$ cat src/rtl/uart_rx.sv
// uart_rx: 16x oversampling serial receiver (8N1 by default).
// The serial line is synchronised, each bit is decided by a 3-sample
// majority vote around mid-bit, and each good byte is presented as a
// one-cycle strobe on new_rx_data with the byte on rx_data.
// Optional build macro UART_RX_PARITY_EN adds an even parity bit
// between the data bits and the stop bit, reported on parity_err.
module uart_rx #(
  parameter int BAUD_DIV = 27,
  parameter int CNT_W    = $clog2(BAUD_DIV)
) (
  input  logic       clock,
  input  logic       reset_n,
  input  logic       ser_in,
  output logic [7:0] rx_data,
  output logic       new_rx_data,
  output logic       frame_err,
  output logic       parity_err,
  output logic       rx_busy
);

  localparam logic [2:0] IDLE   = 3'd0;
  localparam logic [2:0] START  = 3'd1;
  localparam logic [2:0] DATA   = 3'd2;
  localparam logic [2:0] STOP   = 3'd4;
  localparam logic [2:0] BRK    = 3'd5;
`ifdef UART_RX_PARITY_EN
  localparam logic [2:0] PARITY = 3'd3;
`endif

  localparam logic [CNT_W-1:0] TICK_LAST = CNT_W'(BAUD_DIV - 1);

  // Majority of three samples; tolerates one noisy sample per bit.
  function automatic logic majority3(input logic a, input logic b, input logic c);
    return (a & b) | (a & c) | (b & c);
  endfunction

  // Even parity check over data plus received parity bit: 1 means mismatch.
  function automatic logic even_parity_bad(input logic [7:0] d, input logic p);
    return ^{d, p};
  endfunction

  logic             sin_meta;
  logic             sin;
  logic [CNT_W-1:0] cnt;
  logic             tick16;
  logic [3:0]       smp;
  logic             v7;
  logic             v8;
  logic             vote;
  logic             bit_val;
  logic [7:0]       shreg;
  logic [2:0]       bit_idx;
  logic [2:0]       state;
  logic [2:0]       state_nxt;
  logic             at_vote;
  logic             at_end;
  logic             good_stop;
  logic             bad_stop;
`ifdef UART_RX_PARITY_EN
  logic             par_bit;
`endif

  assign tick16    = (cnt == TICK_LAST);
  assign at_vote   = tick16 && (smp == 4'd9);
  assign at_end    = tick16 && (smp == 4'd15);
  assign vote      = majority3(v7, v8, sin);
  assign good_stop = (state == STOP) && at_vote && vote;
  assign bad_stop  = (state == STOP) && at_vote && !vote;

  // Two-flop synchroniser for the asynchronous line; idles high.
  always_ff @(posedge clock or negedge reset_n) begin
    if (!reset_n) begin
      sin_meta <= 1'b1;
      sin      <= 1'b1;
    end else begin
      sin_meta <= ser_in;
      sin      <= sin_meta;
    end
  end

  // Free-running baud divider producing the 16x oversampling tick.
  always_ff @(posedge clock or negedge reset_n) begin
    if (!reset_n) begin
      cnt <= '0;
    end else if (tick16) begin
      cnt <= '0;
    end else begin
      cnt <= cnt + CNT_W'(1);
    end
  end

  // Sample counter: restarts when a start edge is seen, otherwise counts ticks.
  always_ff @(posedge clock or negedge reset_n) begin
    if (!reset_n) begin
      smp <= 4'd0;
    end else if ((state == IDLE) && (state_nxt == START)) begin
      smp <= 4'd0;
    end else if (tick16) begin
      smp <= smp + 4'd1;
    end else begin
      smp <= smp;
    end
  end

  // Capture the first two of the three mid-bit samples and the voted bit.
  always_ff @(posedge clock or negedge reset_n) begin
    if (!reset_n) begin
      v7      <= 1'b0;
      v8      <= 1'b0;
      bit_val <= 1'b0;
    end else begin
      if (tick16 && (smp == 4'd7)) begin
        v7 <= sin;
      end
      if (tick16 && (smp == 4'd8)) begin
        v8 <= sin;
      end
      if (at_vote) begin
        bit_val <= vote;
      end
    end
  end

  // Next-state logic for the framing FSM.
  always_comb begin
    state_nxt = state;
    case (state)
      IDLE: begin
        if (!sin) begin
          state_nxt = START;
        end else begin
          state_nxt = IDLE;
        end
      end
      START: begin
        if (at_vote && vote) begin
          state_nxt = IDLE;
        end else if (at_end) begin
          state_nxt = DATA;
        end else begin
          state_nxt = START;
        end
      end
      DATA: begin
        if (at_end && (bit_idx == 3'd7)) begin
`ifdef UART_RX_PARITY_EN
          state_nxt = PARITY;
`else
          state_nxt = STOP;
`endif
        end else begin
          state_nxt = DATA;
        end
      end
`ifdef UART_RX_PARITY_EN
      PARITY: begin
        if (at_end) begin
          state_nxt = STOP;
        end else begin
          state_nxt = PARITY;
        end
      end
`endif
      STOP: begin
        if (at_vote) begin
          state_nxt = vote ? IDLE : BRK;
        end else begin
          state_nxt = STOP;
        end
      end
      BRK: begin
        if (sin) begin
          state_nxt = IDLE;
        end else begin
          state_nxt = BRK;
        end
      end
      default: begin
        state_nxt = IDLE;
      end
    endcase
  end

  // FSM state register; rx_busy is registered from the next state so it
  // tracks state != IDLE exactly.
  always_ff @(posedge clock or negedge reset_n) begin
    if (!reset_n) begin
      state   <= IDLE;
      rx_busy <= 1'b0;
    end else begin
      state   <= state_nxt;
      rx_busy <= (state_nxt != IDLE);
    end
  end

  // Data shift register, LSB first, committed at the end of each bit slot.
  always_ff @(posedge clock or negedge reset_n) begin
    if (!reset_n) begin
      shreg   <= 8'h00;
      bit_idx <= 3'd0;
    end else if ((state == START) && at_end) begin
      bit_idx <= 3'd0;
    end else if ((state == DATA) && at_end) begin
      shreg   <= {bit_val, shreg[7:1]};
      bit_idx <= bit_idx + 3'd1;
    end else begin
      shreg   <= shreg;
      bit_idx <= bit_idx;
    end
  end

`ifdef UART_RX_PARITY_EN
  // Hold the voted parity bit until the stop bit decision.
  always_ff @(posedge clock or negedge reset_n) begin
    if (!reset_n) begin
      par_bit <= 1'b0;
    end else if ((state == PARITY) && at_vote) begin
      par_bit <= vote;
    end else begin
      par_bit <= par_bit;
    end
  end
`endif

  // Registered result strobes; a good byte updates rx_data, a bad stop does not.
  always_ff @(posedge clock or negedge reset_n) begin
    if (!reset_n) begin
      rx_data     <= 8'h00;
      new_rx_data <= 1'b0;
      frame_err   <= 1'b0;
      parity_err  <= 1'b0;
    end else begin
      new_rx_data <= good_stop;
      frame_err   <= bad_stop;
      if (good_stop) begin
        rx_data <= shreg;
      end
`ifdef UART_RX_PARITY_EN
      parity_err <= good_stop && even_parity_bad(shreg, par_bit);
`else
      parity_err <= 1'b0;
`endif
    end
  end

endmodule

$ cat config.mk
export PLATFORM = sky130hd
export DESIGN_NAME = uart_rx
export DESIGN_NICKNAME = d
export VERILOG_FILES = /design/src/rtl/uart_rx.sv
export SDC_FILE = /design/constraint.sdc
export NUM_CORES = 1
export LEC_CHECK = 0
export CAP_MARGIN = 20
export CORE_UTILIZATION = 40
export CTS_CLUSTER_SIZE = 16
export DETAILED_ROUTE_END_ITERATION = 6
export DONT_BUFFER_PORTS = 1
export GPL_ROUTABILITY_DRIVEN = 0
export PLACE_DENSITY = 0.66
export SLEW_MARGIN = 20
export SYNTH_ARGS = -nofsm -noshare
export SYNTH_HDL_FRONTEND = slang
export SYNTH_SLANG_ARGS = --single-unit
$ cat constraint.sdc
create_clock -name clock -period 2.03 [get_ports clock]
set_input_delay 0.406 -clock clock [delete_from_list [all_inputs] [get_ports clock]]
set_output_delay 0.406 -clock clock [all_outputs]
set_load 0.02 [all_outputs]
# --- Word level (Yosys, flattened, before mapping) ---
# Cells that the tools add are included.
op_classes:
  mux: 13
  add_sub_neg: 3
  eq_ne: 11
  bitwise: 6
  n_reduce_logical: 18
op_table:
  columns: ["op", "count"]
  rows:
  - ["3-bit two-way mux", 6]
  - ["3-bit case mux with 5 select lines", 1]
  - ["4-bit == test, second input constant", 3]
  - ["1-bit logical AND", 12]
  - ["3-bit == test, second input constant", 3]
  - ["4-bit two-way mux", 2]
  - ["3-bit by 1-bit == test with 1-bit output, second input constant", 2]
  - ["5-bit by 1-bit adder with 5-bit output, second input constant", 1]
  - ["5-bit == test, second input constant", 1]
  - ["5-bit two-way mux", 1]
  - ["4-bit by 1-bit adder with 4-bit output, second input constant", 1]
  - ["4-bit by 3-bit == test with 1-bit output, second input constant", 1]
  - ["2-bit two-way mux", 2]
  - ["2-bit nonzero test", 2]
  - ["3-bit by 1-bit adder with 3-bit output, second input constant", 1]
  - ["1-bit AND", 3]
  - ["3-bit by 2-bit == test with 1-bit output, second input constant", 1]
  - ["3-bit logical NOT", 1]
  - ["3-bit nonzero test", 1]
  - ["1-bit OR", 2]
  - ["2-bit AND reduction", 1]
  - ["1-bit logical NOT", 1]
  - ["1-bit two-way mux", 1]
  - ["1-bit NOT", 1]
word_totals:
  wordCells: 65
  inputBits: 3
  regBits: 39

# --- Depth between registers and ports, before layout ---
logic_depth:
  word_depth: 9
  ltp_mapped: 7
  mapped_depth_nobuf: 6

# --- Worst setup path before layout ---
# Ideal clock, no wire load.
synth_timing:
  path_type: "reg2reg"
  startpoint: "reg cnt[0]"
  endpoint: "reg shreg[0]"
  setup_ps: 125
  slack_ps: 205
  stages_incl_launch_ff: 6
  t_arrival_ps: 1700
  synth_period_minus_slack_ps: 1825
  n_path_buf: 0
  cell_sequence: "dfrtp_1 > inv_1 > ha_1 > nand4b_4 > nor4_4 > mux2_2"
synth_between:
  elab_chain_len: 5
synth_lines:
  columns: ["item", "line", "text"]
  rows:
  - ["start: declaration", "44", "logic [CNT_W-1:0] cnt;"]
  - ["start signal: assignment", "88", "cnt <= cnt + CNT_W'(1);"]
  - ["5-bit == test *", "63", "assign tick16 = (cnt == TICK_LAST);"]
  - ["1-bit logical AND *", "65", "assign at_end = tick16 && (smp == 4'd15);"]
  - ["1-bit logical AND", "201", "end else if ((state == START) && at_end) begin"]
  - ["1-bit NOT (no line)", null, null]
  - ["2-bit AND reduction (no line) *", null, null]
  - ["end signal: assignment", "204", "shreg <= {bit_val, shreg[7:1]};"]
  - ["end signal: assignment", "207", "shreg <= shreg;"]
  - ["end: declaration", "51", "logic [7:0] shreg;"]
# Mark *: on every way between the ends. The rest lies on a longest branch, timed or not.
# A chain may end at the register's enable or synchronous reset.

# --- Final worst setup path ---
layout_timing:
  startpoint: "reg cnt[0]"
  endpoint: "reg rx_busy"
layout_between:
  elab_chain_len: 6
layout_lines:
  columns: ["item", "line", "text"]
  rows:
  - ["5-bit == test *", "63", null]
  - ["1-bit logical AND (on tied branches)", "65, 64", null]
  - ["2-bit two-way mux (tied with other cells)", "138", "end else if (at_end) begin"]
  - ["2-bit two-way mux / 3-bit two-way mux (equally long branches)", "136, 145", null]
  - ["3-bit case mux with 5 select lines *", "127", "case (state)"]
  - ["3-bit nonzero test *", "192", "rx_busy <= (state_nxt != IDLE);"]
  - ["end signal: assignment", "192", null]
  - ["end: declaration", "18", "output logic rx_busy"]
# Marked as above.

==> out/qor.yml <==
status:
  status: "finished, final reports clean"
die:
  die_y_um: 68.8
  core_sq_um: 4140
  dieWidth_um: 68.8
  start_util: 0.431
  rows: 23
  ios: 15
  dieArea_sq_um: 4730
pwr:
  leakagePower_nw: 0.892
  switching_share: 0.225
  p_seq_frac: 0.592
  pwr-share-clk: 0.392
  p_sw_mw: 0.298
  ir_drop_mv: 0.298
  p_per_area_nw_per_um2: 673
  intPower_mw: 1.02
  p_comb_frac: 0.016
sta:
  rsz0062_at_grt: "false"
  clock_skew_ns: 0.0108
  fin_crit_sh: 0.921
  setup_viol: 0
  hold_slack_ns: 0.108
  period_minus_slack_ns: 1.87
  setup_tns_ns: 0
  worst_pin_slew_ns: 0.660
  layout_setup_ws_ns: 0.160
  hold_violations: 0
  fmax_mhz: 535
  drv_slew: 0
  relSlewSlack: 0.556
finish:
  utilization: 0.474
  diodes: 0
  instances_no_fill: 207
  drive_above_1_share: 0.248
  nets: 166
  fillers: 401
  areaGrowthSynthToFinish_pct: 10.0
  final_cell_mix: "dfrtp_1 (37), mux2_2 (18), nand2_1 (12)"
  final_common_cell: "dfrtp_1"
place:
  post-place-cells: 197
  dp_hpwl_mm: 2.07
  io_buffers: 0
  place_ws_ns: 0.0699
synth:
  synth_top_flop_cell: "dfrtp_1"
  syn_area_sq_um: 1780
  yosysWarnings: 0
  synth_cell_type_count: 37
  synthCells: 148
  yosys_register_bits: 39
  synthArstFlopShare: 1.00
  yosysSeqAreaShare: 0.548
  synth_top_area_frac: 0.519
  syn-num-nets: 158
  synthTopCellsByArea: "dfrtp_1 (52%), mux2_2 (11%), ha_1 (4.9%), dfstp_2 (2.9%), nand2_1 (2.5%)"
  synth-edff-count: 0
  syn_avg_cell_area_sq_um: 12.1
  synth_top_area_cell: "dfrtp_1"
setup_path:
  path_class: "register to register"
  crit_path_max_fanout: 10
  worst-path-buf-inv: 1
  cp.required_ns: 2.19
  critical_path.top_delay_family: "simple AND/OR/NAND/NOR gates"
  path_cells: "inv_1 > ha_1 > nand4b_4 > or2_2 > a311oi_1 > o211ai_1"
  cpPeakStageDelay_ns: 0.41
  end_kind: "register"
  cp_data_arrival_time_ns: 2.03
  slowest_stage: "dfrtp_1"
  startpoint_type: "register"
detailed_routing:
  first_iter_violations: 50
  firstDrtPassIters: 4
  via_per_inst: 5.37
  antenna_left: 0
  wire_per_inst_um: 14.1
  num_vias: 1112
  finalWirelength_mm: 2.93
  drcViolationCount: 0
global_route:
  grt-ovfl-total: 0
  grt_pass1_vias: 1073
  antenna_found_initial: 0
  grt_max_degree: 40
  grt_pass1_wl_mm: 4.92
  grt_use_total: 0.147
clocking:
  clk_pin_slew_ns: 0.08
  cts_max_level: 2
  clockRootBuffer: "clkbuf_8"
  clk_latency_ns: 0.29
  numCtsBuffers: 5
  cts_tree: "yes"
  cts_num_sinks: 39
  cts.path.max_buffers: 2
  post_cts_buffers: 0
min_path:
  hp-class: "primary input to register"
job:
  cap_violations: 0
==> power by group through the flow <==
stage	logic [mW]	clock network [mW]	registers, mW
global placement	0.00166	0	0.797
CTS	0.0235	0.535	0.782
finish	0.0217	0.518	0.782
detailed placement	0.00166	0	0.797
floorplan	0.00314	0	0.797
global route	0.0260	0.567	0.782
==> kinds of logic after synthesis <==
family	share of synthesized area
adders and majority gates	0.0547
other	0.00210
muxes	0.114
and+or+nand+nor	0.159
AOI/OAI and AO/OA	0.0645
buffers and inverters	0.0330
xor gates and xnor gates	0.0245
DFF	0.548
==> cells in the mapped netlist, drive strengths merged (2+ instances only) <==
cell type  count
dfrtp         37
mux2          18
nand2         13
nor2           8
ha             7
inv            6
nand3          6
o21ai          6
buf            5
nor2b          5
a21oi          4
xor2           4
nor3           3
nor4           3
o211ai         3
dfstp          2
nand4          2
nand4b         2
==> what timing repair did <==
action,in CTS,in global routing
resized for setup,0,1
hold endpoints to repair,39,0
endpoints found under the setup margin,0,2
hold buffers,2,0
==> area by class of cell <==
| cell class | instances | area [sq um] | share of cell area |
|---|---|---|---|
| Clock buffer | 5 | 68.8 | 0.0351 |
| Clock inverter | 3 | 20.0 | 0.0102 |
| Inverter | 6 | 22.5 | 0.0115 |
| Multi-Input combinational cell | 98 | 751 | 0.382 |
| Sequential cell | 39 | 978 | 0.498 |
| Tap cell | 50 | 62.6 | 0.0319 |
| Timing Repair Buffer | 6 | 60.1 | 0.0306 |
==> path summary, 6_finish.rpt <==
path / start / end / slack, ns / depth (start not counted)
worst max-delay path: cnt[0] / rx_busy / 0.16 / 6
worst min-delay path: ser_in / sin_meta / 0.11 / 0
worst max register to register: cnt[0] / rx_busy / 0.16 / 6
worst min register to register: sin_meta / sin / 0.35 / 0
max in group asynchronous: reset_n / sin_meta / 1.21 / 2
min in group asynchronous: reset_n / rx_busy / 0.55 / 2
==> sequential cells by signal (all words and copies together) (netlist names), 3 cells and up <==
register	cells
rx_data	8
shreg	8
cnt	5
smp	4
bit_idx	3
state	3
==> per-stage QoR <==
step	area, sq um	power (mW)
2_1_floorplan	1780	0.800
4_1_cts	1960	1.34
3_5_place_dp	1840	0.799
6_report	1960	1.32
5_1_grt	1960	1.37
3_3_place_gp	1840	0.799
==> per-layer routing <==
| metal | global-route usage | vias up | routed length [um] |
|---|---|---|---|
| li1 | - | 529 | - |
| met1 | 0.199 | 555 | 1400 |
| met2 | 0.210 | 22 | 1370 |
| met3 | 0.0493 | 6 | 105 |
| met4 | 0.0689 | 0 | 57 |
| met5 | 0 | - | 0 |
Power figures use the tool's default switching activity.
